## src/rtl/alarm_time_setter_if.sv

```systemverilog
// Key inputs plus committed/edit outputs of the alarm-time setter.
// The blink flag exists only when ALARM_BLINK_EN is defined.
interface alarm_time_setter_if;
  logic       key_mode;
  logic       key_inc;
  logic       key_dec;
  logic [7:0] alarm_hour_time;
  logic [7:0] alarm_minute_time;
  logic [7:0] alarm_second_time;
  logic [1:0] edit_field;
  logic [7:0] edit_value;
  logic       commit_pulse;
`ifdef ALARM_BLINK_EN
  logic       blink;
`endif

  modport master (
    input  key_mode, key_inc, key_dec,
    output alarm_hour_time, alarm_minute_time, alarm_second_time,
    output edit_field, edit_value, commit_pulse
`ifdef ALARM_BLINK_EN
    , output blink
`endif
  );

  modport slave (
    output key_mode, key_inc, key_dec,
    input  alarm_hour_time, alarm_minute_time, alarm_second_time,
    input  edit_field, edit_value, commit_pulse
`ifdef ALARM_BLINK_EN
    , input blink
`endif
  );
endinterface

```

## src/rtl/alarm_time_setter.sv

```systemverilog
// Alarm-time writer: debounced mode/inc/dec keys edit a shadow time that is committed on completion.
// Optional ALARM_BLINK_EN adds a 2 Hz blink flag for the field being edited.
module alarm_time_setter #(
  parameter int unsigned DEBOUNCE_CYCLES = 1000000,
  parameter int unsigned HOLD_CYCLES     = 25000000,
  parameter int unsigned REPEAT_CYCLES   = 5000000,
  parameter int unsigned TIMEOUT_CYCLES  = 500000000,
  parameter int unsigned RST_HOUR        = 7,
  parameter int unsigned RST_MINUTE      = 0
) (
  input  logic                clk_50M,
  input  logic                rst,
  alarm_time_setter_if.master bus
);
  localparam int unsigned NKEYS    = 3;
  localparam int unsigned HOLD_MAX = (HOLD_CYCLES > REPEAT_CYCLES) ? HOLD_CYCLES : REPEAT_CYCLES;
  localparam int unsigned DB_W     = $clog2(DEBOUNCE_CYCLES + 1);
  localparam int unsigned HD_W     = $clog2(HOLD_MAX + 1);
  localparam int unsigned TO_W     = $clog2(TIMEOUT_CYCLES + 1);

  localparam logic [DB_W-1:0] DB_LAST    = DB_W'(DEBOUNCE_CYCLES - 1);
  localparam logic [HD_W-1:0] HOLD_HIT   = HD_W'(HOLD_CYCLES);
  localparam logic [HD_W-1:0] REPEAT_HIT = HD_W'(REPEAT_CYCLES);
  localparam logic [TO_W-1:0] TO_LAST    = TO_W'(TIMEOUT_CYCLES - 1);
  localparam logic [7:0]      HOUR_MAX   = 8'd23;
  localparam logic [7:0]      MINSEC_MAX = 8'd59;
  localparam logic [7:0]      RST_HOUR_V = 8'(RST_HOUR);
  localparam logic [7:0]      RST_MIN_V  = 8'(RST_MINUTE);

  typedef enum logic [1:0] {
    IDLE     = 2'd0,
    SET_HOUR = 2'd1,
    SET_MIN  = 2'd2,
    SET_SEC  = 2'd3
  } state_e;

  function automatic logic [7:0] wrap_inc(input logic [7:0] value, input logic [7:0] max_value);
    logic [7:0] result;
    if (value >= max_value) begin
      result = 8'd0;
    end else begin
      result = value + 8'd1;
    end
    return result;
  endfunction

  function automatic logic [7:0] wrap_dec(input logic [7:0] value, input logic [7:0] max_value);
    logic [7:0] result;
    if ((value == 8'd0) || (value > max_value)) begin
      result = max_value;
    end else begin
      result = value - 8'd1;
    end
    return result;
  endfunction

  // key index 0 = mode, 1 = inc, 2 = dec; repeat arrays index 0 = inc, 1 = dec
  logic [2:0]      raw_s;
  logic [2:0]      sync1_q, sync1_d, sync2_q, sync2_d;
  logic [2:0]      level_q, level_d, level_prev_q, level_prev_d;
  logic [DB_W-1:0] db_cnt_q [NKEYS];
  logic [DB_W-1:0] db_cnt_d [NKEYS];
  logic [HD_W-1:0] hold_cnt_q [2];
  logic [HD_W-1:0] hold_cnt_d [2];
  logic [1:0]      repeating_q, repeating_d;
  logic [1:0]      repeat_pulse_s;
  logic [2:0]      press_s;

  state_e          state_q, state_d;
  logic [7:0]      alarm_hour_q, alarm_hour_d, alarm_minute_q, alarm_minute_d;
  logic [7:0]      alarm_second_q, alarm_second_d;
  logic [7:0]      shadow_hour_q, shadow_hour_d, shadow_minute_q, shadow_minute_d;
  logic [7:0]      shadow_second_q, shadow_second_d;
  logic            commit_q, commit_d;
  logic [TO_W-1:0] idle_cnt_q, idle_cnt_d;
  logic            mode_s, inc_s, dec_s, any_press_s;
  logic [7:0]      edit_value_s;

  assign raw_s = {bus.key_dec, bus.key_inc, bus.key_mode};

  // synchronise, debounce and turn level rises / long holds into press pulses
  always_comb begin
    sync1_d        = raw_s;
    sync2_d        = sync1_q;
    level_d        = level_q;
    level_prev_d   = level_q;
    repeating_d    = repeating_q;
    repeat_pulse_s = 2'b00;
    for (int k = 0; k < NKEYS; k++) begin
      db_cnt_d[k] = '0;
      if (sync2_q[k] != level_q[k]) begin
        if (db_cnt_q[k] == DB_LAST) begin
          level_d[k] = sync2_q[k];
        end else begin
          db_cnt_d[k] = db_cnt_q[k] + 1'b1;
        end
      end else begin
        db_cnt_d[k] = '0;
      end
    end
    // first repeat after HOLD cycles of debounced high, then one every REPEAT cycles
    for (int r = 0; r < 2; r++) begin
      hold_cnt_d[r] = '0;
      if (level_q[r+1]) begin
        repeat_pulse_s[r] = (hold_cnt_q[r] == (repeating_q[r] ? REPEAT_HIT : HOLD_HIT));
        if (repeat_pulse_s[r]) begin
          hold_cnt_d[r]  = HD_W'(1);
          repeating_d[r] = 1'b1;
        end else begin
          hold_cnt_d[r] = hold_cnt_q[r] + 1'b1;
        end
      end else begin
        repeating_d[r] = 1'b0;
      end
    end
    press_s = (level_q & ~level_prev_q) | {repeat_pulse_s, 1'b0};
  end

  // press arbitration: mode beats inc/dec, inc together with dec cancels out
  always_comb begin
    mode_s      = press_s[0];
    inc_s       = press_s[1] & ~press_s[2] & ~press_s[0];
    dec_s       = press_s[2] & ~press_s[1] & ~press_s[0];
    any_press_s = |press_s;
  end

  // edit sequence, field arithmetic, commit and idle timeout
  always_comb begin
    state_d         = state_q;
    alarm_hour_d    = alarm_hour_q;
    alarm_minute_d  = alarm_minute_q;
    alarm_second_d  = alarm_second_q;
    shadow_hour_d   = shadow_hour_q;
    shadow_minute_d = shadow_minute_q;
    shadow_second_d = shadow_second_q;
    commit_d        = 1'b0;
    idle_cnt_d      = '0;
    case (state_q)
      IDLE: begin
        if (mode_s) begin
          state_d         = SET_HOUR;
          shadow_hour_d   = alarm_hour_q;
          shadow_minute_d = alarm_minute_q;
          shadow_second_d = alarm_second_q;
        end else begin
          state_d = IDLE;
        end
      end
      SET_HOUR, SET_MIN, SET_SEC: begin
        if (any_press_s) begin
          idle_cnt_d = '0;
        end else if (idle_cnt_q == TO_LAST) begin
          state_d = IDLE;
        end else begin
          idle_cnt_d = idle_cnt_q + 1'b1;
        end
        if (mode_s) begin
          case (state_q)
            SET_HOUR: state_d = SET_MIN;
            SET_MIN:  state_d = SET_SEC;
            default: begin
              state_d        = IDLE;
              commit_d       = 1'b1;
              alarm_hour_d   = shadow_hour_q;
              alarm_minute_d = shadow_minute_q;
              alarm_second_d = shadow_second_q;
            end
          endcase
        end else if (inc_s || dec_s) begin
          case (state_q)
            SET_HOUR: shadow_hour_d   = inc_s ? wrap_inc(shadow_hour_q, HOUR_MAX)
                                              : wrap_dec(shadow_hour_q, HOUR_MAX);
            SET_MIN:  shadow_minute_d = inc_s ? wrap_inc(shadow_minute_q, MINSEC_MAX)
                                              : wrap_dec(shadow_minute_q, MINSEC_MAX);
            default:  shadow_second_d = inc_s ? wrap_inc(shadow_second_q, MINSEC_MAX)
                                              : wrap_dec(shadow_second_q, MINSEC_MAX);
          endcase
        end else begin
          shadow_hour_d = shadow_hour_q;
        end
      end
      default: state_d = IDLE;
    endcase
  end

  // shadow value of the field under edit, straight from registers
  always_comb begin
    edit_value_s = 8'd0;
    case (state_q)
      SET_HOUR: edit_value_s = shadow_hour_q;
      SET_MIN:  edit_value_s = shadow_minute_q;
      SET_SEC:  edit_value_s = shadow_second_q;
      default:  edit_value_s = 8'd0;
    endcase
  end

  // state registers; reset restores the power-on alarm time and idle keys
  always_ff @(posedge clk_50M) begin
    if (rst) begin
      sync1_q         <= 3'b000;
      sync2_q         <= 3'b000;
      level_q         <= 3'b000;
      level_prev_q    <= 3'b000;
      for (int k = 0; k < NKEYS; k++) begin
        db_cnt_q[k] <= '0;
      end
      for (int r = 0; r < 2; r++) begin
        hold_cnt_q[r] <= '0;
      end
      repeating_q     <= 2'b00;
      state_q         <= IDLE;
      alarm_hour_q    <= RST_HOUR_V;
      alarm_minute_q  <= RST_MIN_V;
      alarm_second_q  <= 8'd0;
      shadow_hour_q   <= RST_HOUR_V;
      shadow_minute_q <= RST_MIN_V;
      shadow_second_q <= 8'd0;
      commit_q        <= 1'b0;
      idle_cnt_q      <= '0;
    end else begin
      sync1_q         <= sync1_d;
      sync2_q         <= sync2_d;
      level_q         <= level_d;
      level_prev_q    <= level_prev_d;
      for (int k = 0; k < NKEYS; k++) begin
        db_cnt_q[k] <= db_cnt_d[k];
      end
      for (int r = 0; r < 2; r++) begin
        hold_cnt_q[r] <= hold_cnt_d[r];
      end
      repeating_q     <= repeating_d;
      state_q         <= state_d;
      alarm_hour_q    <= alarm_hour_d;
      alarm_minute_q  <= alarm_minute_d;
      alarm_second_q  <= alarm_second_d;
      shadow_hour_q   <= shadow_hour_d;
      shadow_minute_q <= shadow_minute_d;
      shadow_second_q <= shadow_second_d;
      commit_q        <= commit_d;
      idle_cnt_q      <= idle_cnt_d;
    end
  end

  assign bus.alarm_hour_time   = alarm_hour_q;
  assign bus.alarm_minute_time = alarm_minute_q;
  assign bus.alarm_second_time = alarm_second_q;
  assign bus.edit_field        = state_q;
  assign bus.edit_value        = edit_value_s;
  assign bus.commit_pulse      = commit_q;

`ifdef ALARM_BLINK_EN
  localparam int unsigned     BLINK_CYCLES = 12500000;
  localparam int unsigned     BL_W         = $clog2(BLINK_CYCLES + 1);
  localparam logic [BL_W-1:0] BLINK_LAST   = BL_W'(BLINK_CYCLES - 1);

  logic [BL_W-1:0] blink_cnt_q, blink_cnt_d;
  logic            blink_q, blink_d;

  // blink phase restarts on every state change so each field begins visible
  always_comb begin
    blink_cnt_d = '0;
    blink_d     = 1'b0;
    if ((state_d != state_q) || (state_q == IDLE)) begin
      blink_cnt_d = '0;
      blink_d     = 1'b0;
    end else if (blink_cnt_q == BLINK_LAST) begin
      blink_cnt_d = '0;
      blink_d     = ~blink_q;
    end else begin
      blink_cnt_d = blink_cnt_q + 1'b1;
      blink_d     = blink_q;
    end
  end

  // blink registers
  always_ff @(posedge clk_50M) begin
    if (rst) begin
      blink_cnt_q <= '0;
      blink_q     <= 1'b0;
    end else begin
      blink_cnt_q <= blink_cnt_d;
      blink_q     <= blink_d;
    end
  end

  assign bus.blink = blink_q;
`endif
endmodule

```

## src/flat_wrapper.sv

```systemverilog
// flat-port wrapper written by rule: the top's interface ports become plain ports
module alarm_time_setter_flat 
#(
  parameter int unsigned DEBOUNCE_CYCLES = 1000000,
  parameter int unsigned HOLD_CYCLES     = 25000000,
  parameter int unsigned REPEAT_CYCLES   = 5000000,
  parameter int unsigned TIMEOUT_CYCLES  = 500000000,
  parameter int unsigned RST_HOUR        = 7,
  parameter int unsigned RST_MINUTE      = 0
)
  (clk_50M, rst, bus_key_mode, bus_key_inc, bus_key_dec, bus_alarm_hour_time, bus_alarm_minute_time, bus_alarm_second_time, bus_edit_field, bus_edit_value, bus_commit_pulse);
  alarm_time_setter_if bus_i ();
  input  logic clk_50M;
  input  logic rst;
  input wire logic [$bits(bus_i.key_mode)-1:0] bus_key_mode;
  input wire logic [$bits(bus_i.key_inc)-1:0] bus_key_inc;
  input wire logic [$bits(bus_i.key_dec)-1:0] bus_key_dec;
  output wire logic [$bits(bus_i.alarm_hour_time)-1:0] bus_alarm_hour_time;
  output wire logic [$bits(bus_i.alarm_minute_time)-1:0] bus_alarm_minute_time;
  output wire logic [$bits(bus_i.alarm_second_time)-1:0] bus_alarm_second_time;
  output wire logic [$bits(bus_i.edit_field)-1:0] bus_edit_field;
  output wire logic [$bits(bus_i.edit_value)-1:0] bus_edit_value;
  output wire logic [$bits(bus_i.commit_pulse)-1:0] bus_commit_pulse;
  assign bus_i.key_mode = bus_key_mode;
  assign bus_i.key_inc = bus_key_inc;
  assign bus_i.key_dec = bus_key_dec;
  assign bus_alarm_hour_time = bus_i.alarm_hour_time;
  assign bus_alarm_minute_time = bus_i.alarm_minute_time;
  assign bus_alarm_second_time = bus_i.alarm_second_time;
  assign bus_edit_field = bus_i.edit_field;
  assign bus_edit_value = bus_i.edit_value;
  assign bus_commit_pulse = bus_i.commit_pulse;
  alarm_time_setter #(.DEBOUNCE_CYCLES(DEBOUNCE_CYCLES), .HOLD_CYCLES(HOLD_CYCLES), .REPEAT_CYCLES(REPEAT_CYCLES), .TIMEOUT_CYCLES(TIMEOUT_CYCLES), .RST_HOUR(RST_HOUR), .RST_MINUTE(RST_MINUTE)) u_core (.clk_50M(clk_50M), .rst(rst), .bus(bus_i));
endmodule
```

## config.mk

```make
export PLATFORM = sky130hd
export DESIGN_NAME = alarm_time_setter_flat
export DESIGN_NICKNAME = d
export VERILOG_FILES = /design/src/rtl/alarm_time_setter_if.sv /design/src/rtl/alarm_time_setter.sv /design/src/flat_wrapper.sv
export SDC_FILE = /design/constraint.sdc
export NUM_CORES = 1
export LEC_CHECK = 0
export CORE_ASPECT_RATIO = 1.1
export CORE_MARGIN = 2
export CORE_UTILIZATION = 45
export CTS_CLUSTER_SIZE = 8
export DETAILED_ROUTE_END_ITERATION = 6
export HOLD_SLACK_MARGIN = 0.08
export PLACE_DENSITY_LB_ADDON = 0.15
export SLEW_MARGIN = 20
export SYNTH_ARGS = -nofsm -noshare
export SYNTH_HDL_FRONTEND = slang
export SYNTH_SLANG_ARGS = --single-unit
```

## constraint.sdc

```tcl
create_clock -name clk_50M -period 6.6 [get_ports clk_50M]
set_input_delay 0.99 -clock clk_50M [delete_from_list [all_inputs] [get_ports clk_50M]]
set_output_delay 0.99 -clock clk_50M [all_outputs]
set_load 0.01 [all_outputs]
```

### Word level (Yosys, flattened, before mapping)

Memory sizes are Yosys's and may differ from the RTL's.
Cells that the tools add are included.
Widths: inputs -> output; s select.

* add/sub/neg operators: 12
* $lt $le $gt $ge: 6
* eq/ne operators: 20
* multiplexer cells: 54
* bitwise operators: 19
* reduce and logical (&&, ||, !) cells: 23

Operators by type and width (number)
* $mux 25: 8
* $mux 20: 9
* $mux 8: 21
* $add 20x1->20 const B: 3
* $eq 20x20->1 const B: 3
* $add 25x1->25 const B: 2
* $eq 25x25->1: 2
* $pmux 8 s2: 3
* $add 29x1->29 const B: 1
* $eq 29x29->1 const B: 1
* $add 8x1->8 const B: 3
* $logic_not 8->1: 3
* $pmux 8 s3: 1
* $sub 8x1->8 const B: 3
* $ge 8x6->1 const B: 2
* $gt 8x6->1 const B: 2
* $reduce_and 4->1: 3
* $reduce_or 3->1: 3
* $ge 8x5->1 const B: 1
* $gt 8x5->1 const B: 1
* $ne 2x1->1 const B: 4
* $pmux 2 s2: 2
* $reduce_and 2->1: 4
* $mux 1: 7
* 18 further kinds: 42

* register bits after elaboration: 94
* memory bits (writable): 110
* bits of input ports: 5
* output and inout port bits: 35
* logic and storage cells: 153
* memories kept: 2

Memories
* u_core.db_cnt_q: depth 3, width 20, rd ports 3, clocked after Yosys merged registers in 0, write ports 3, RTL line alarm_time_setter.sv:61 `logic [DB_W-1:0] db_cnt_q [NKEYS];`
* u_core.hold_cnt_q: depth 2, width 25, rd ports 2, clocked after Yosys merged registers in 0, write ports 2, RTL line alarm_time_setter.sv:63 `logic [HD_W-1:0] hold_cnt_q [2];`

### Longest topological paths before layout

Gate-level depths: netlist of run 1.

* depth in word-level cells: 12
* mapped depth: 12
* mapped depth without buffers: 10

### Least setup slack after synthesis of run 1

Ideal clock, no wire load.

* path kind: flip-flop to output port
* start point: register u_core.state_q[0] (netlist: u_core.bus.edit_field[0])
* end point: output bus_edit_value[0]
* data arrival time: 1537 ps
* required time: 5610 ps
* setup slack: 4073 ps
* stages on the path, launching flop included: 7
* path buffers: 3
* cell sequence: dfxtp_1 > inv_1 > ha_1 > clkbuf_1 > clkbuf_1 > buf_1 > nor2_1

* cells in the longest elaborated chain, start to end: 2
* elaborated cells between the ends (all ways): 4
* classes of those cells: eq/ne: 3; mux: 1

Ends and longest elaborated chain
* start, declared: RTL line alarm_time_setter.sv:69 `state_e state_q, state_d;`
* start signal, assigned: RTL line alarm_time_setter.sv:232 `state_q <= state_d;`
* $eq 2x2->1 / $eq 2x1->1 (equally long branches): RTL line alarm_time_setter.sv:189 `case (state_q)`
* $pmux 8 s3 *: RTL line alarm_time_setter.sv:189
* end, declared: RTL line flat_wrapper.sv:22 `output wire logic [$bits(bus_i.edit_value)-1:0] bus_edit_value;`

Every way passes the cells marked *; elsewhere a longest branch is shown, timed or not.

### Worst setup path after layout of run 1

* start point: register u_core.state_q[0] (netlist: u_core.bus.edit_field[0])
* end point: output bus_edit_value[1]

Same word-level chain as after synthesis.

==> reports/qor.csv, run 1 <==
metric,value,unit
Leak Pwr,3.59,nW
worst skew pair latency,0.53,ns
"Worst Path Class, Setup",reg -> out,
largest net degree at the start of global routing,62,
Routed WL,21200,µm
Worst IR Drop VDD,155,µV
Root Driver,clkbuf_16,
Post-synth ARST share,0,%
startpoint types,flip-flop,
"Power, Total",2.55,mW
combinational power share,0.6,%
FMAX,0.286,GHz
Syn. warnings,0,
post-cts sizing count,0,
clk sink count,204,
chip width,144,µm
"Avg Cell Area, Syn",8.33,µm²
final slew viol count,0,
final critical-path setup slack,3.11,ns
"Top FF cell, synth",dfxtp_1,
gr usage total,18.8,%
Internal,2.04,mW
Power Density,232,nW/µm²
post-synthesis xor/xnor area fraction,12.5,%
Post-route DRC,0,
first-pass GRT wire length,35600,µm
Synth cell types,61,
Final Cycle Share,52.9,%
Final GP Congestion,0.848,
ant diodes,0,
Final min period,3.49,ns
die area,22900,µm²
RSZ-0062 raised after global routing,no,
wire length per cell,14.4,µm
DP HPWL,14100,µm
Mapped Area,9750,µm²
CTS tree,built,
Worst Setup Slack post-DPL,3.28,ns
Overflow after GRT,0,
Hold Buf Count CTS,0,
required time worst endpoint,5.61,ns
Reg power frac,48.5,%
"Seq/Total Area, Yosys",41.9,%
CP Capture Type,output pin,
DIE HEIGHT,158,µm
Clock Power Share,50.9,%
Worst Clk Skew,0.0105,ns
Filler cells,2123,
post-synthesis mux area share,0.565,%
final hold slack,0.436,ns
IO Pins,40,
"Data arrival, critical path",2.50,ns
setup violators final,0,
CP max FO,33,
Post-synth EDFFs,0,
initial detailed-routing violation count,540,
row count,56,
antenna violations before repair,0,
adder and majority gate portion of the synthesized area,2.70,%
post-synthesis simple-gate area fraction,28.4,%
ANT nets after route,0,
Slew @ Worst Pin,1.07,ns
Bufs on Longest Clock Path,3,
Seq cells post-synth,204,
status,finished clean,
Nets,1210,
Synthesized Nets,1196,
total number of vias,7897,
Switch Pwr,0.509,mW
total core area,21300,µm²
clock slew at reported path FFs,0.05,ns
number of global-route vias before repair,7435,
Fin. Hold Viols,0,
H-tree depth,1,
IO Port Bufs,39,
Initial DRT Pass Iterations,5,
worst slew margin relative to its limit,28.9,%
Synth Area in Compound Gates,10.2,%
setup bufs post-CTS,0,
DR vias/cell,5.36,
CTS Buf Count,29,
Max Cap Violations,0,
Syn-to-layout area delta,13.1,%
Setup Total Neg Slack,0,ns
largest family of logic cells by synthesized area,simple AND/OR/NAND/NOR gates,
Initial Utilization,45.8,%
Sw Ratio,20.0,%
synthesized instance count,1170,
HP Class,reg -> reg,
layout cells sized above 1,4.05,%
==> worst paths after layout <==
check	slack, ns	end	cells past startpoint	start
max	3.11	bus_edit_value[1]	5	u_core.bus.edit_field[0]
max reg2reg	3.29	u_core.shadow_hour_q[6]	8	u_core.bus.edit_field[0]
min	0.44	u_core.db_cnt_q[0][40]	1	u_core.db_cnt_q[0][40]
min reg2reg	0.44	u_core.db_cnt_q[0][40]	1	u_core.db_cnt_q[0][40]
==> critical path, cell delays in order, from the launching register on <==
cell	delay, ns
dfxtp_1	0.34
inv_1	0.10
ha_1	0.50
buf_4	0.43
nor2_1	0.10
clkdlybuf4s50_1	0.49
==> routing by layer <==
metal | routed length [µm] | up-vias | part of all wire [%] | GRT usage (%)
met2 | 9800 | 133 | 46 | 31.7
met3 | 945 | 35 | 4.5 | 3.13
li1 | - | 4054 | - | -
met1 | 10000 | 3675 | 47 | 24.8
met5 | 0 | - | 0 | 0
met4 | 412 | 0 | 1.9 | 5.46
==> registers in the layout, summed over array words and instances, names as in the netlist <==
register	count
u_core.level_prev_q	3
u_core.sync2_q	3
u_core.shadow_second_q	8
u_core.repeating_q	2
u_core.sync1_q	3
u_core.shadow_minute_q	8
u_core.db_cnt_q	60
u_core.bus.alarm_hour_time	8
u_core.bus.commit_pulse	1
u_core.shadow_hour_q	8
u_core.idle_cnt_q	29
u_core.bus.edit_field	2
u_core.bus.alarm_second_time	8
u_core.hold_cnt_q	50
u_core.level_prev_d	3
u_core.bus.alarm_minute_time	8
==> metrics by stage <==
stage	instance area [µm²]	instances	utilization, %
floorplan	9750	1170	-
global placement	10200	1443	48.1
detailed placement	10200	1443	48.1
CTS	11000	1474	51.7
global route	11000	1474	51.7
finish	11000	1474	51.7
==> placed cells by master (no fill, tap or decap), types with 11 or more instances in the layout <==
| cell | count |
|---|---|
| clkdlybuf4s50_1 | 38 |
| or3_1 | 12 |
| nor4_1 | 11 |
| nand2_1 | 116 |
| nor2_1 | 202 |
| nor4b_1 | 11 |
| a21oi_1 | 56 |
| nand3_1 | 87 |
| dfxtp_1 | 204 |
| xnor2_1 | 51 |
| nand4_1 | 25 |
| xor2_1 | 86 |
| nor2b_1 | 14 |
| clkbuf_16 | 29 |
| inv_1 | 25 |
| a311oi_1 | 11 |
| and3_1 | 35 |
| o21ai_0 | 23 |
| ha_1 | 21 |
| nor3_1 | 12 |
==> synthesized netlist by cell type, drive strengths merged, types with 13 or more instances <==
cell type,number,area share (%)
nand2,117,4.5
ha,21,2.7
clkbuf,46,1.8
nor2b,14,0.90
nand4,25,1.6
xnor2,51,4.6
dfxtp,204,42
inv,25,0.96
nand3,88,4.5
nor4,13,0.96
xor2,87,7.9
a21oi,56,2.9
and3,35,2.2
o21ai,24,1.2
nor2,202,7.8
==> layout make-up <==
type | count | area [µm²] | area share, %
clock buffers | 29 | 726 | 6.59
inverters | 26 | 97.6 | 0.886
flip-flops and latches | 204 | 4080 | 37.1
multi-input cells | 882 | 5310 | 48.2
repair buffers | 41 | 400 | 3.63
well taps | 290 | 363 | 3.29
clock inverters | 2 | 38.8 | 0.352
==> kinds of logic (layout without fill, tap and decap cells) <==
kind of cell,count (synthesis),in the layout
DFF,204,204
buffers and inverters,84,98
xor gates and xnor gates,138,138
muxes,5,5
and+or+nand+nor,573,573
AOI/OAI and AO/OA,145,145
adders and majority gates,21,21
==> power groups by stage <==
stage	sequential, mW	combinational [mW]	clock (mW)
2_1_floorplan	1.26	0.0104	0
3_3_place_gp	1.26	0.0160	0
3_5_place_dp	1.26	0.0159	0
4_1_cts	1.24	0.0160	1.34
5_1_grt	1.24	0.0172	1.39
6_report	1.24	0.0156	1.30
No activity file was read; power rests on OpenSTA's default activity.
==> run 2: changes to the inputs <==
==> constraint.sdc (replaced) <==
create_clock -name clk_50M -period 2.8 [get_ports clk_50M]
set_input_delay 0.42 -clock clk_50M [delete_from_list [all_inputs] [get_ports clk_50M]]
set_output_delay 0.42 -clock clk_50M [all_outputs]
set_load 0.01 [all_outputs]
==> reports/qor.csv, run 2 (same netlist as run 1, synthesis figures left out) <==
metric,value,unit,change
status,finished clean,,unchanged
ANT nets after route,0,,unchanged
Root Driver,clkbuf_16,,unchanged
initial detailed-routing violation count,459,,was 540
final slew viol count,0,,unchanged
startpoint types,flip-flop,,unchanged
number of global-route vias before repair,7521,,"was 7,435"
Syn-to-layout area delta,15.1,%,was 13.1%
Fin. Hold Viols,0,,unchanged
chip width,144,µm,unchanged
ant diodes,0,,unchanged
Seq. cell area,4080,µm²,unchanged
final hold slack,0.232,ns,was 0.436 ns
setup bufs post-CTS,0,,unchanged
CP Capture Type,output pin,,unchanged
Power Density,535,nW/µm²,was 232 nW/µm²
Overflow after GRT,0,,unchanged
Worst Clk Skew,0.00989,ns,was 0.0105 ns
Final min period,2.65,ns,
first-pass GRT wire length,36300,µm,"was 35,600 µm"
clock slew at reported path FFs,0.05,ns,about the same
Hold Buf Count CTS,0,,unchanged
row count,56,,unchanged
FMAX,0.378,GHz,
Max Cap Violations,0,,unchanged
CTS Buf Count,29,,unchanged
Largest Register,u_core.db_cnt_q,,unchanged
worst slew margin relative to its limit,55.5,%,was 28.9%
Final Cycle Share,94.5,%,
required time worst endpoint,2.38,ns,was 5.61 ns
DP HPWL,14500,µm,"was 14,100 µm"
Nets,1232,,"was 1,210"
Worst IR Drop VDD,440,µV,was 155 µV
Slew @ Worst Pin,0.667,ns,was 1.07 ns
H-tree depth,1,,unchanged
Routed WL,21400,µm,"was 21,200 µm"
IO Port Bufs,39,,unchanged
Final GP Congestion,0.823,,was 0.848
"Worst Path Class, Setup",reg -> out,,unchanged
total core area,21300,µm²,unchanged
R2R setup slack,0.21,ns,was 3.29 ns
CTS tree,built,,unchanged
wire length per cell,14.3,µm,was 14.4 µm
Filler cells,2041,,"was 2,123"
DR vias/cell,5.33,,was 5.36
total number of vias,7985,,"was 7,897"
Leak Pwr,3.70,nW,was 3.59 nW
max FFs per register,60,,unchanged
Multi-input gate area,5330,µm²,was 5310 µm²
Post-route DRC,0,,unchanged
die area,22900,µm²,unchanged
"commonest non-fill, non-tap cell in the layout",dfxtp_1,,unchanged
antenna violations before repair,0,,unchanged
Top Registers,"u_core.db_cnt_q x60, u_core.hold_cnt_q x50, u_core.idle_cnt_q x29",,unchanged
Post-Route Utilization,52.7,%,was 51.7%
clk sink count,204,,unchanged
Setup Total Neg Slack,0,ns,unchanged
Placed Instances,1465,,"was 1,443"
gr usage total,19.0,%,was 18.8%
setup violators final,0,,unchanged
CP max FO,10,,was 33
DIE HEIGHT,158,µm,unchanged
IO Pins,40,,unchanged
layout cells sized above 1,6.21,%,was 4.05%
Bufs on Longest Clock Path,3,,unchanged
largest net degree at the start of global routing,58,,was 62
Initial DRT Pass Iterations,5,,unchanged
"Data arrival, critical path",2.23,ns,was 2.50 ns
Post-Layout Cell Count,1497,,"was 1,474"
"commonest cells after routing, fill and taps aside","dfxtp_1 (204), nor2_1 (201), nand2_1 (116)",,"was dfxtp_1 (204), nor2_1 (202), nand2_1 (116)"
HP Class,in -> reg,,was reg -> reg
worst skew pair latency,0.54,ns,was 0.53 ns
Initial Utilization,45.8,%,unchanged
run 2: cell types whose count changed in the layout (fill, tap and decap cells not counted), moves of 2 or more:
| cell | previous run | this run |
|---|---|---|
| buf_4 | 2 | 23 |
| clkbuf_8 | 0 | 2 |
| ha_1 | 21 | 18 |
| ha_2 | 0 | 3 |
run 2: path summary, 6_finish.rpt:
check,endpoint,cells after the start,startpoint
max,bus_edit_value[0],5,u_core.bus.edit_field[0]
min reg2reg,u_core.sync2_q[2],1,u_core.sync1_q[2]
max reg2reg,u_core.shadow_minute_q[1],8,u_core.hold_cnt_q[0][38]
min,u_core.sync1_q[2],2,rst
run 2: critical path, stage by stage (launching register included):
cell and delay [ns]:
dfxtp_1 0.33, buf_4 0.15, ha_2 0.32, a222oi_1 0.13, nor2_1 0.18, clkdlybuf4s50_1 0.57
run 2: through the flow:
stage          instance area [µm²]  worst slack (ns)  power, mW
3_3_place_gp                 10400            0.0959       3.01
3_5_place_dp                 10400            0.0827       3.01
5_1_grt                      11200          -0.00275       6.21
6_report                     11200             0.154       6.00
2_1_floorplan                 9750             0.369       3.00
4_1_cts                      11200            0.0127       6.10
run 2: per-layer routing:
metal / wire (µm) / part of all wire [%] / global-route usage [%]
met5: 0 / 0 / 0
met4: 587 / 2.7 / 6.24
met3: 890 / 4.2 / 3.01
met2: 9840 / 46 / 31.5
met1: 10100 / 47 / 25.4
run 2: area by class of cell:
| cell class | instances | share of cell area [%] |
|---|---|---|
| well taps | 290 | 3.23 |
| multi-input cells | 882 | 47.5 |
| inverters | 26 | 0.870 |
| repair buffers | 63 | 5.15 |
| clock buffers | 31 | 6.71 |
| flip-flops and latches | 204 | 36.4 |
| clock inverters | 1 | 0.0781 |
run 2: report_power, final:
group / switching (mW) / leakage, nW / internal, mW
clock: 1.19 / 0.376 / 1.85
combinational: 0.0255 / 1.68 / 0.0112
sequential: 0.00261 / 1.64 / 2.91
total: 1.22 / 3.70 / 4.78
run 2: repair_timing:
item	in CTS	in global routing
hold endpoints to repair	0	0
gates resized for setup	0	8
setup endpoints to repair	0	21
